--- src/rtl/hazard_pkg.sv ---
// Shared types and constants for the pipeline sequencing controller.
package hazard_pkg;

    localparam int unsigned MDU_CNT_W   = 4;
    localparam int unsigned STALL_CNT_W = 32;
    localparam int unsigned FLUSH_CNT_W = 16;
    localparam int unsigned REG_ZERO    = 0;

    // NOP word loaded by IF/ID flush and ID/EX bubble
    localparam logic [31:0] NOP = 32'h0000_0000;

    typedef enum logic {
        RUN      = 1'b0,
        MDU_BUSY = 1'b1
    } ctrl_state_t;

    typedef struct packed {
        logic pc_write;
        logic if_id_write;
        logic if_id_flush;
        logic id_ex_bubble;
    } pipe_ctrl_t;

    localparam pipe_ctrl_t CTRL_RUN   = '{1'b1, 1'b1, 1'b0, 1'b0};
    localparam pipe_ctrl_t CTRL_STALL = '{1'b0, 1'b0, 1'b0, 1'b1};
    localparam pipe_ctrl_t CTRL_FLUSH = '{1'b1, 1'b1, 1'b1, 1'b1};
    localparam pipe_ctrl_t CTRL_RESET = '{1'b0, 1'b0, 1'b1, 1'b1};

endpackage

--- src/rtl/hazard_ctrl_if.sv ---
// Hazard-controller bundle: ID/EX observation inputs and pipeline control outputs.
interface hazard_ctrl_if #(
    parameter int unsigned REG_W = 5
);
    logic [REG_W-1:0] id_rs;
    logic [REG_W-1:0] id_rt;
    logic             id_rs_used;
    logic             id_rt_used;
    logic             id_mdu_op;
    logic             ex_mem_read;
    logic [REG_W-1:0] ex_rd;
    logic             ex_branch_taken;
    logic             pc_write;
    logic             if_id_write;
    logic             if_id_flush;
    logic             id_ex_bubble;
    logic             ctrl_state;
    logic [31:0]      stall_count;
    logic [15:0]      flush_count;

    modport master (
        output id_rs, id_rt, id_rs_used, id_rt_used, id_mdu_op,
               ex_mem_read, ex_rd, ex_branch_taken,
        input  pc_write, if_id_write, if_id_flush, id_ex_bubble,
               ctrl_state, stall_count, flush_count
    );

    modport slave (
        input  id_rs, id_rt, id_rs_used, id_rt_used, id_mdu_op,
               ex_mem_read, ex_rd, ex_branch_taken,
        output pc_write, if_id_write, if_id_flush, id_ex_bubble,
               ctrl_state, stall_count, flush_count
    );
endinterface

--- src/rtl/hazard_ctrl_load_use_detect.sv ---
// Combinational load-use compare between a load in EX and the sources read in ID.
module load_use_detect
    import hazard_pkg::*;
#(
    parameter int unsigned REG_W = 5
) (
    input  logic [REG_W-1:0] id_rs,
    input  logic [REG_W-1:0] id_rt,
    input  logic             id_rs_used,
    input  logic             id_rt_used,
    input  logic             ex_mem_read,
    input  logic [REG_W-1:0] ex_rd,
    output logic             load_use
);
    // Writes to the zero register never create a dependency
    assign load_use = ex_mem_read && (ex_rd != REG_W'(REG_ZERO))
                   && ((id_rs_used && (id_rs == ex_rd))
                    || (id_rt_used && (id_rt == ex_rd)));
endmodule

--- src/rtl/hazard_ctrl.sv ---
// Pipeline sequencing controller: load-use bubbles, MDU front-end hold,
// branch squash, and saturating stall/flush debug counters.
module hazard_ctrl
    import hazard_pkg::*;
#(
    parameter int unsigned MDU_LATENCY = 4,
    parameter int unsigned REG_W       = 5
) (
    input logic        clk,
    input logic        reset,
    hazard_ctrl_if.slave hz
);
    ctrl_state_t            state_q, state_d;
    logic [MDU_CNT_W-1:0]   mdu_cnt_q, mdu_cnt_d;
    logic [STALL_CNT_W-1:0] stall_cnt_q;
    logic [FLUSH_CNT_W-1:0] flush_cnt_q;
    pipe_ctrl_t             ctrl;
    logic                   load_use;
    logic                   flush_evt;

    load_use_detect #(.REG_W(REG_W)) u_load_use_detect (
        .id_rs       (hz.id_rs),
        .id_rt       (hz.id_rt),
        .id_rs_used  (hz.id_rs_used),
        .id_rt_used  (hz.id_rt_used),
        .ex_mem_read (hz.ex_mem_read),
        .ex_rd       (hz.ex_rd),
        .load_use    (load_use)
    );

    // Next state and same-cycle pipeline controls; branch overrides any stall
    always_comb begin
        state_d   = state_q;
        mdu_cnt_d = mdu_cnt_q;
        ctrl      = CTRL_RUN;
        flush_evt = 1'b0;
        if (reset) begin
            ctrl      = CTRL_RESET;
            state_d   = RUN;
            mdu_cnt_d = '0;
        end else if (hz.ex_branch_taken) begin
            ctrl      = CTRL_FLUSH;
            state_d   = RUN;
            mdu_cnt_d = '0;
            flush_evt = 1'b1;
        end else begin
            unique case (state_q)
                RUN: begin
                    if (load_use) begin
                        ctrl = CTRL_STALL;
                    end else if (hz.id_mdu_op) begin
                        ctrl      = CTRL_STALL;
                        state_d   = MDU_BUSY;
                        mdu_cnt_d = MDU_CNT_W'(MDU_LATENCY - 1);
                    end
                end
                MDU_BUSY: begin
                    // EX only holds bubbles here, so load_use cannot apply
                    if (mdu_cnt_q != '0) begin
                        ctrl      = CTRL_STALL;
                        mdu_cnt_d = mdu_cnt_q - MDU_CNT_W'(1);
                    end else begin
                        state_d = RUN;
                    end
                end
                default: state_d = RUN;
            endcase
        end
    end

    always_ff @(posedge clk) begin
        if (reset) begin
            state_q     <= RUN;
            mdu_cnt_q   <= '0;
            stall_cnt_q <= '0;
            flush_cnt_q <= '0;
        end else begin
            state_q   <= state_d;
            mdu_cnt_q <= mdu_cnt_d;
            if (!ctrl.pc_write && (stall_cnt_q != '1)) begin
                stall_cnt_q <= stall_cnt_q + STALL_CNT_W'(1);
            end
            if (flush_evt && (flush_cnt_q != '1)) begin
                flush_cnt_q <= flush_cnt_q + FLUSH_CNT_W'(1);
            end
        end
    end

    assign hz.pc_write     = ctrl.pc_write;
    assign hz.if_id_write  = ctrl.if_id_write;
    assign hz.if_id_flush  = ctrl.if_id_flush;
    assign hz.id_ex_bubble = ctrl.id_ex_bubble;
    assign hz.ctrl_state   = state_q;
    assign hz.stall_count  = stall_cnt_q;
    assign hz.flush_count  = flush_cnt_q;

endmodule
--- src/flat_wrapper.sv ---
// flat-port wrapper written by rule: the top's interface ports become plain ports
module hazard_ctrl_flat import hazard_pkg::*;
#(
    parameter int unsigned MDU_LATENCY = 4,
    parameter int unsigned REG_W       = 5
)
  (clk, reset, hz_id_rs, hz_id_rt, hz_id_rs_used, hz_id_rt_used, hz_id_mdu_op, hz_ex_mem_read, hz_ex_rd, hz_ex_branch_taken, hz_pc_write, hz_if_id_write, hz_if_id_flush, hz_id_ex_bubble, hz_ctrl_state, hz_stall_count, hz_flush_count);
  hazard_ctrl_if #(.REG_W(REG_W)) hz_i ();
  input logic clk;
  input logic reset;
  input wire logic [$bits(hz_i.id_rs)-1:0] hz_id_rs;
  input wire logic [$bits(hz_i.id_rt)-1:0] hz_id_rt;
  input wire logic [$bits(hz_i.id_rs_used)-1:0] hz_id_rs_used;
  input wire logic [$bits(hz_i.id_rt_used)-1:0] hz_id_rt_used;
  input wire logic [$bits(hz_i.id_mdu_op)-1:0] hz_id_mdu_op;
  input wire logic [$bits(hz_i.ex_mem_read)-1:0] hz_ex_mem_read;
  input wire logic [$bits(hz_i.ex_rd)-1:0] hz_ex_rd;
  input wire logic [$bits(hz_i.ex_branch_taken)-1:0] hz_ex_branch_taken;
  output wire logic [$bits(hz_i.pc_write)-1:0] hz_pc_write;
  output wire logic [$bits(hz_i.if_id_write)-1:0] hz_if_id_write;
  output wire logic [$bits(hz_i.if_id_flush)-1:0] hz_if_id_flush;
  output wire logic [$bits(hz_i.id_ex_bubble)-1:0] hz_id_ex_bubble;
  output wire logic [$bits(hz_i.ctrl_state)-1:0] hz_ctrl_state;
  output wire logic [$bits(hz_i.stall_count)-1:0] hz_stall_count;
  output wire logic [$bits(hz_i.flush_count)-1:0] hz_flush_count;
  assign hz_i.id_rs = hz_id_rs;
  assign hz_i.id_rt = hz_id_rt;
  assign hz_i.id_rs_used = hz_id_rs_used;
  assign hz_i.id_rt_used = hz_id_rt_used;
  assign hz_i.id_mdu_op = hz_id_mdu_op;
  assign hz_i.ex_mem_read = hz_ex_mem_read;
  assign hz_i.ex_rd = hz_ex_rd;
  assign hz_i.ex_branch_taken = hz_ex_branch_taken;
  assign hz_pc_write = hz_i.pc_write;
  assign hz_if_id_write = hz_i.if_id_write;
  assign hz_if_id_flush = hz_i.if_id_flush;
  assign hz_id_ex_bubble = hz_i.id_ex_bubble;
  assign hz_ctrl_state = hz_i.ctrl_state;
  assign hz_stall_count = hz_i.stall_count;
  assign hz_flush_count = hz_i.flush_count;
  hazard_ctrl #(.MDU_LATENCY(MDU_LATENCY), .REG_W(REG_W)) u_core (.clk(clk), .reset(reset), .hz(hz_i));
endmodule
--- config.mk ---
export PLATFORM = sky130hd
export DESIGN_NAME = hazard_ctrl_flat
export DESIGN_NICKNAME = d
export VERILOG_FILES = /design/src/rtl/hazard_pkg.sv /design/src/rtl/hazard_ctrl_if.sv /design/src/rtl/hazard_ctrl_load_use_detect.sv /design/src/rtl/hazard_ctrl.sv /design/src/flat_wrapper.sv
export SDC_FILE = /design/constraint.sdc
export NUM_CORES = 1
export LEC_CHECK = 0
export BUFFER_PORTS_ARGS = -buffer_cell sky130_fd_sc_hd__clkbuf_2
export CAP_MARGIN = 30
export CORE_MARGIN = 2
export CORE_UTILIZATION = 55
export CTS_BUF_LIST = sky130_fd_sc_hd__clkbuf_4 sky130_fd_sc_hd__clkbuf_8
export CTS_CLUSTER_SIZE = 25
export DETAILED_ROUTE_END_ITERATION = 10
export PLACE_DENSITY = 0.88
export SLEW_MARGIN = 20
export SYNTH_ARGS = -nofsm -noshare
export SYNTH_HDL_FRONTEND = slang
export SYNTH_HIERARCHICAL = 1
export SYNTH_SLANG_ARGS = --single-unit
--- constraint.sdc ---
create_clock -name clk -period 2.8 [get_ports clk]
set_clock_uncertainty 0.15 [all_clocks]
set_input_delay 0 -clock clk [delete_from_list [all_inputs] [get_ports clk]]
set_output_delay 0 -clock clk [all_outputs]
set_load 0.05 [all_outputs]
==> results by group <==
Outcome
  • Run status: finished clean

Setup path
  • Required time of the critical path: 2890 ps
  • Slowest-stage cell, CP: o31ai_2
  • Largest stage delay on the critical path: 420 ps
  • Worst reg-to-reg path cell count: 8
  • Worst Path Arrival: 2630 ps
  • Kind of cell adding the most delay to the critical path: compound AO/OA/AOI/OAI gates
  • Start of the worst register-to-register path: u_core/mdu_cnt_q[0]
  • Number of gates on the worst path with buffers counted: 8
  • Cell breakdown of the critical path: inv_1 > ha_1 > nor4bb_1 > o31ai_2 > o211ai_1 > buf_4 > or3_1 > a21oi_1
  • Number of buffers and inverters on the critical path: 2
  • Nature of the critical path startpoint: flip-flop
  • CP Class: flip-flop to flip-flop
  • Endpoint class of the critical path: flip-flop
  • Launching instance or port of the critical path: u_core/mdu_cnt_q[0]
  • Maximum fanout encountered on the critical timing path: 7

Synthesis
  • Syn Inst Count: 341
  • Yosys reg bits: 53
  • Share of async-settable or async-resettable flops after synthesis: 0%
  • Commonest cells in the netlist: dfxtp_1, nor2_1, nand2_1
  • Predominant post-synthesis flop cell: dfxtp_1
  • Cell Area, Synth: 2900 sq um
  • Sequential share of the synthesized area: 36.6%
  • Library cell with the largest summed area after synthesis: dfxtp_1
  • Synth Net Count: 367
  • Total of warnings raised by yosys: 6
  • Proportion of netlist area held by the largest area contributor: 36.6%
  • Number of distinct library cell variants in the gate-level netlist after synthesis: 46
  • Post-Synthesis Mean Instance Area: 8.49 sq um
  • EDFF count, synth: 0
  • Leading cell types by total area after synthesis: dfxtp_1, xor2_1, nor2_1, nand3_1, or3_1
  • Library cell with the highest instance count after synthesis: dfxtp_1

Timing
  • Total negative setup slack: 0 ps
  • Post-layout minimum cycle time: 2540 ps
  • Number of endpoints with negative hold slack in the final report: 0
  • Tcrit/Tclk final: 90.8%
  • Achievable clock frequency: 0.393 GHz
  • Number of pins exceeding their max-slew limit in the final report: 0
  • Final count of negative-setup-slack endpoints: 0
  • Unrepaired setup endpoints after global routing: no
  • Slew headroom: 47.4%
  • Transition at the pin with the smallest max-transition slack: 781 ps

Global routing
  • Number of antenna violations at the first check in global routing: 0
  • Maximum number of pins on one net before global-route repair: 52
  • Residual overflow from global routing: 0
  • Wire length of the first global-routing pass: 11600 microns
  • Overall Global Routing Usage: 23.6%
  • Vias in the first global route: 2702

Floorplan
  • Initial core utilization: 56.7%
  • Cell row count: 26
  • Vertical die dimension: 76.6 microns
  • Die width: 76.6 microns
  • Number of top-level pins: 75
  • Core area: 5110 sq um
  • Area of the die: 5860 sq um

Clock network
  • CTS tree: yes
  • Register clock-pin slew on the reported worst setup and hold paths: 90 ps
  • Buffers from clock root to sink, at most: 2
  • Number of buffers created by CTS: 5
  • Latest clock arrival within the worst-skew pair: 300 ps
  • Cell chosen for the clock root: clkbuf_8
  • Total setup buffers inserted after CTS: 0
  • H-tree level count: 2
  • Post-CTS sizing: 0
  • Number of sinks driven by the clock tree: 53

Cells and area
  • Share of final-layout standard cells stronger than drive strength 1: 28.2%
  • Diode count: 0
  • Net count reported at finish: 444
  • Area Growth Syn to Fin: 18.9%

Placed design
  • HPWL after DPL: 5020 microns
  • Final weighted congestion in routability-driven placement: 0.845
  • PortBufs: 74

Routing
  • Top routing layer in use: met4
  • Total number of vias: 2913
  • Total Routed Length: 6870 microns
  • Met1 Wirelength: 2960 microns
  • Met2 routed WL: 3410 microns
  • Remaining design rule violation count: 0
  • DRT antenna net count: 0
  • Vias per cell: 5.97
  • Sum of met3 wire segment lengths after detailed routing: 377 microns
  • Number of iterations in the first detailed-routing pass: 5
  • DRT iter0 DRCs: 291
  • WL per Instance: 14.1 microns

Flow run
  • Max-cap check violation count: 0

Pwr
  • Static leakage: 0.00128 uW
  • Final Total Pwr: 1380 uW
  • Worst vdd ir: 0.207 mV
  • Power density relative to cell area: 402 nW/um^2

Hold path
  • Class of the tightest hold or removal check: input pin to flip-flop
  • Hold wc startpoint: hz_ex_branch_taken
  • Number of instances on the worst hold path: 3
-- through the flow --
stage | hold slack [ps] | util [%] | cells | setup slack [ps] | instance area (sq um)
2_1_floorplan | 21.4 | - | 341 | 82.6 | 2900
3_3_place_gp | 303 | 65.4 | 480 | 259 | 3340
3_5_place_dp | 309 | 65.4 | 480 | 153 | 3340
4_1_cts | 16.9 | 67.4 | 488 | 271 | 3440
5_1_grt | 35.8 | 67.4 | 488 | 82.3 | 3440
6_report | 21.4 | 67.4 | 488 | 258 | 3440
-- path summary, 6_finish.rpt --
path	slack, ps	endpoint
setup / recovery	260	u_core/hz.stall_count[20]
hold / removal	20	u_core/hz.flush_count[14]
setup reg to reg	260	u_core/hz.stall_count[20]
hold reg to reg	350	u_core/hz.stall_count[14]
-- sequential cells by signal, indices dropped and copies added (netlist names) --
name	cells
u_core/hz.ctrl_state	1
u_core/hz.flush_count	16
u_core/mdu_cnt_q	4
u_core/hz.stall_count	32
-- placed cells by master, fill, tap and decap left out, types with 2 or more instances in the layout --
master | netlist | routed
o21ai_0 | 8 | 8
o31ai_1 | 10 | 10
and3_1 | 7 | 7
a211oi_1 | 5 | 5
o211ai_1 | 6 | 6
nand2_1 | 25 | 25
inv_1 | 6 | 6
nand3_1 | 23 | 23
or4_1 | 11 | 11
ha_1 | 4 | 4
mux2i_1 | 3 | 3
mux2_2 | 4 | 4
clkbuf_2 | 0 | 74
xor2_1 | 17 | 17
or4_4 | 2 | 2
o2111ai_1 | 2 | 2
a21oi_2 | 9 | 9
a21oi_1 | 20 | 20
nor2b_1 | 3 | 3
nand4_1 | 9 | 9
and4_1 | 2 | 2
nor2_1 | 33 | 33
or3_1 | 17 | 17
dfxtp_1 | 53 | 53
buf_4 | 2 | 8
nor3_1 | 10 | 10
o21ai_2 | 8 | 8
clkbuf_8 | 0 | 6
xnor2_1 | 8 | 8
o21ai_1 | 2 | 2
nor4_1 | 7 | 7
-- per-layer routing --
metal	vias to the layer above	global-route usage, %
met1	1375	28.8
met3	9	3.91
met2	109	41.3
met4	0	9.64
met5	-	0
li1	1420	-
-- cells by family after synthesis --
family                   after synthesis  share of synthesized area, %
AO/OA/AOI/OAI                         76                          18.6
XOR/XNOR                              25                          7.56
buffers and inverters                 20                          3.93
flip-flops                            53                          36.6
multiplexers                           7                          2.59
AND/OR/NAND/NOR                      156                          28.9
adder cells (fa/ha/maj)                4                          1.73
-- repair_timing --
action	4_1_cts	5_1_grt
endpoints found under the hold margin	1	0
hold buffers	1	0
setup endpoints to repair	0	0
-- worst min-delay path, delay by kind of cell --
family | cells | cell delay, ps
buffers and inverters | 1 | 170
AO/OA/AOI/OAI | 2 | 250
-- area by class of cell --
cell class	instances	area, sq um
clock buffers	7	90.1
inverters	6	22.5
multi-input cells	268	1720
flip-flops and latches	53	1060
repair buffers	84	460
well taps	70	87.6
fillers	425	1670
-- where the power goes --
part,internal (uW),switching [uW]
clock,206,237
sequential,762,9.93
combinational,53.6,115
total,1020,361
No activity file was read; power rests on OpenSTA's default activity.
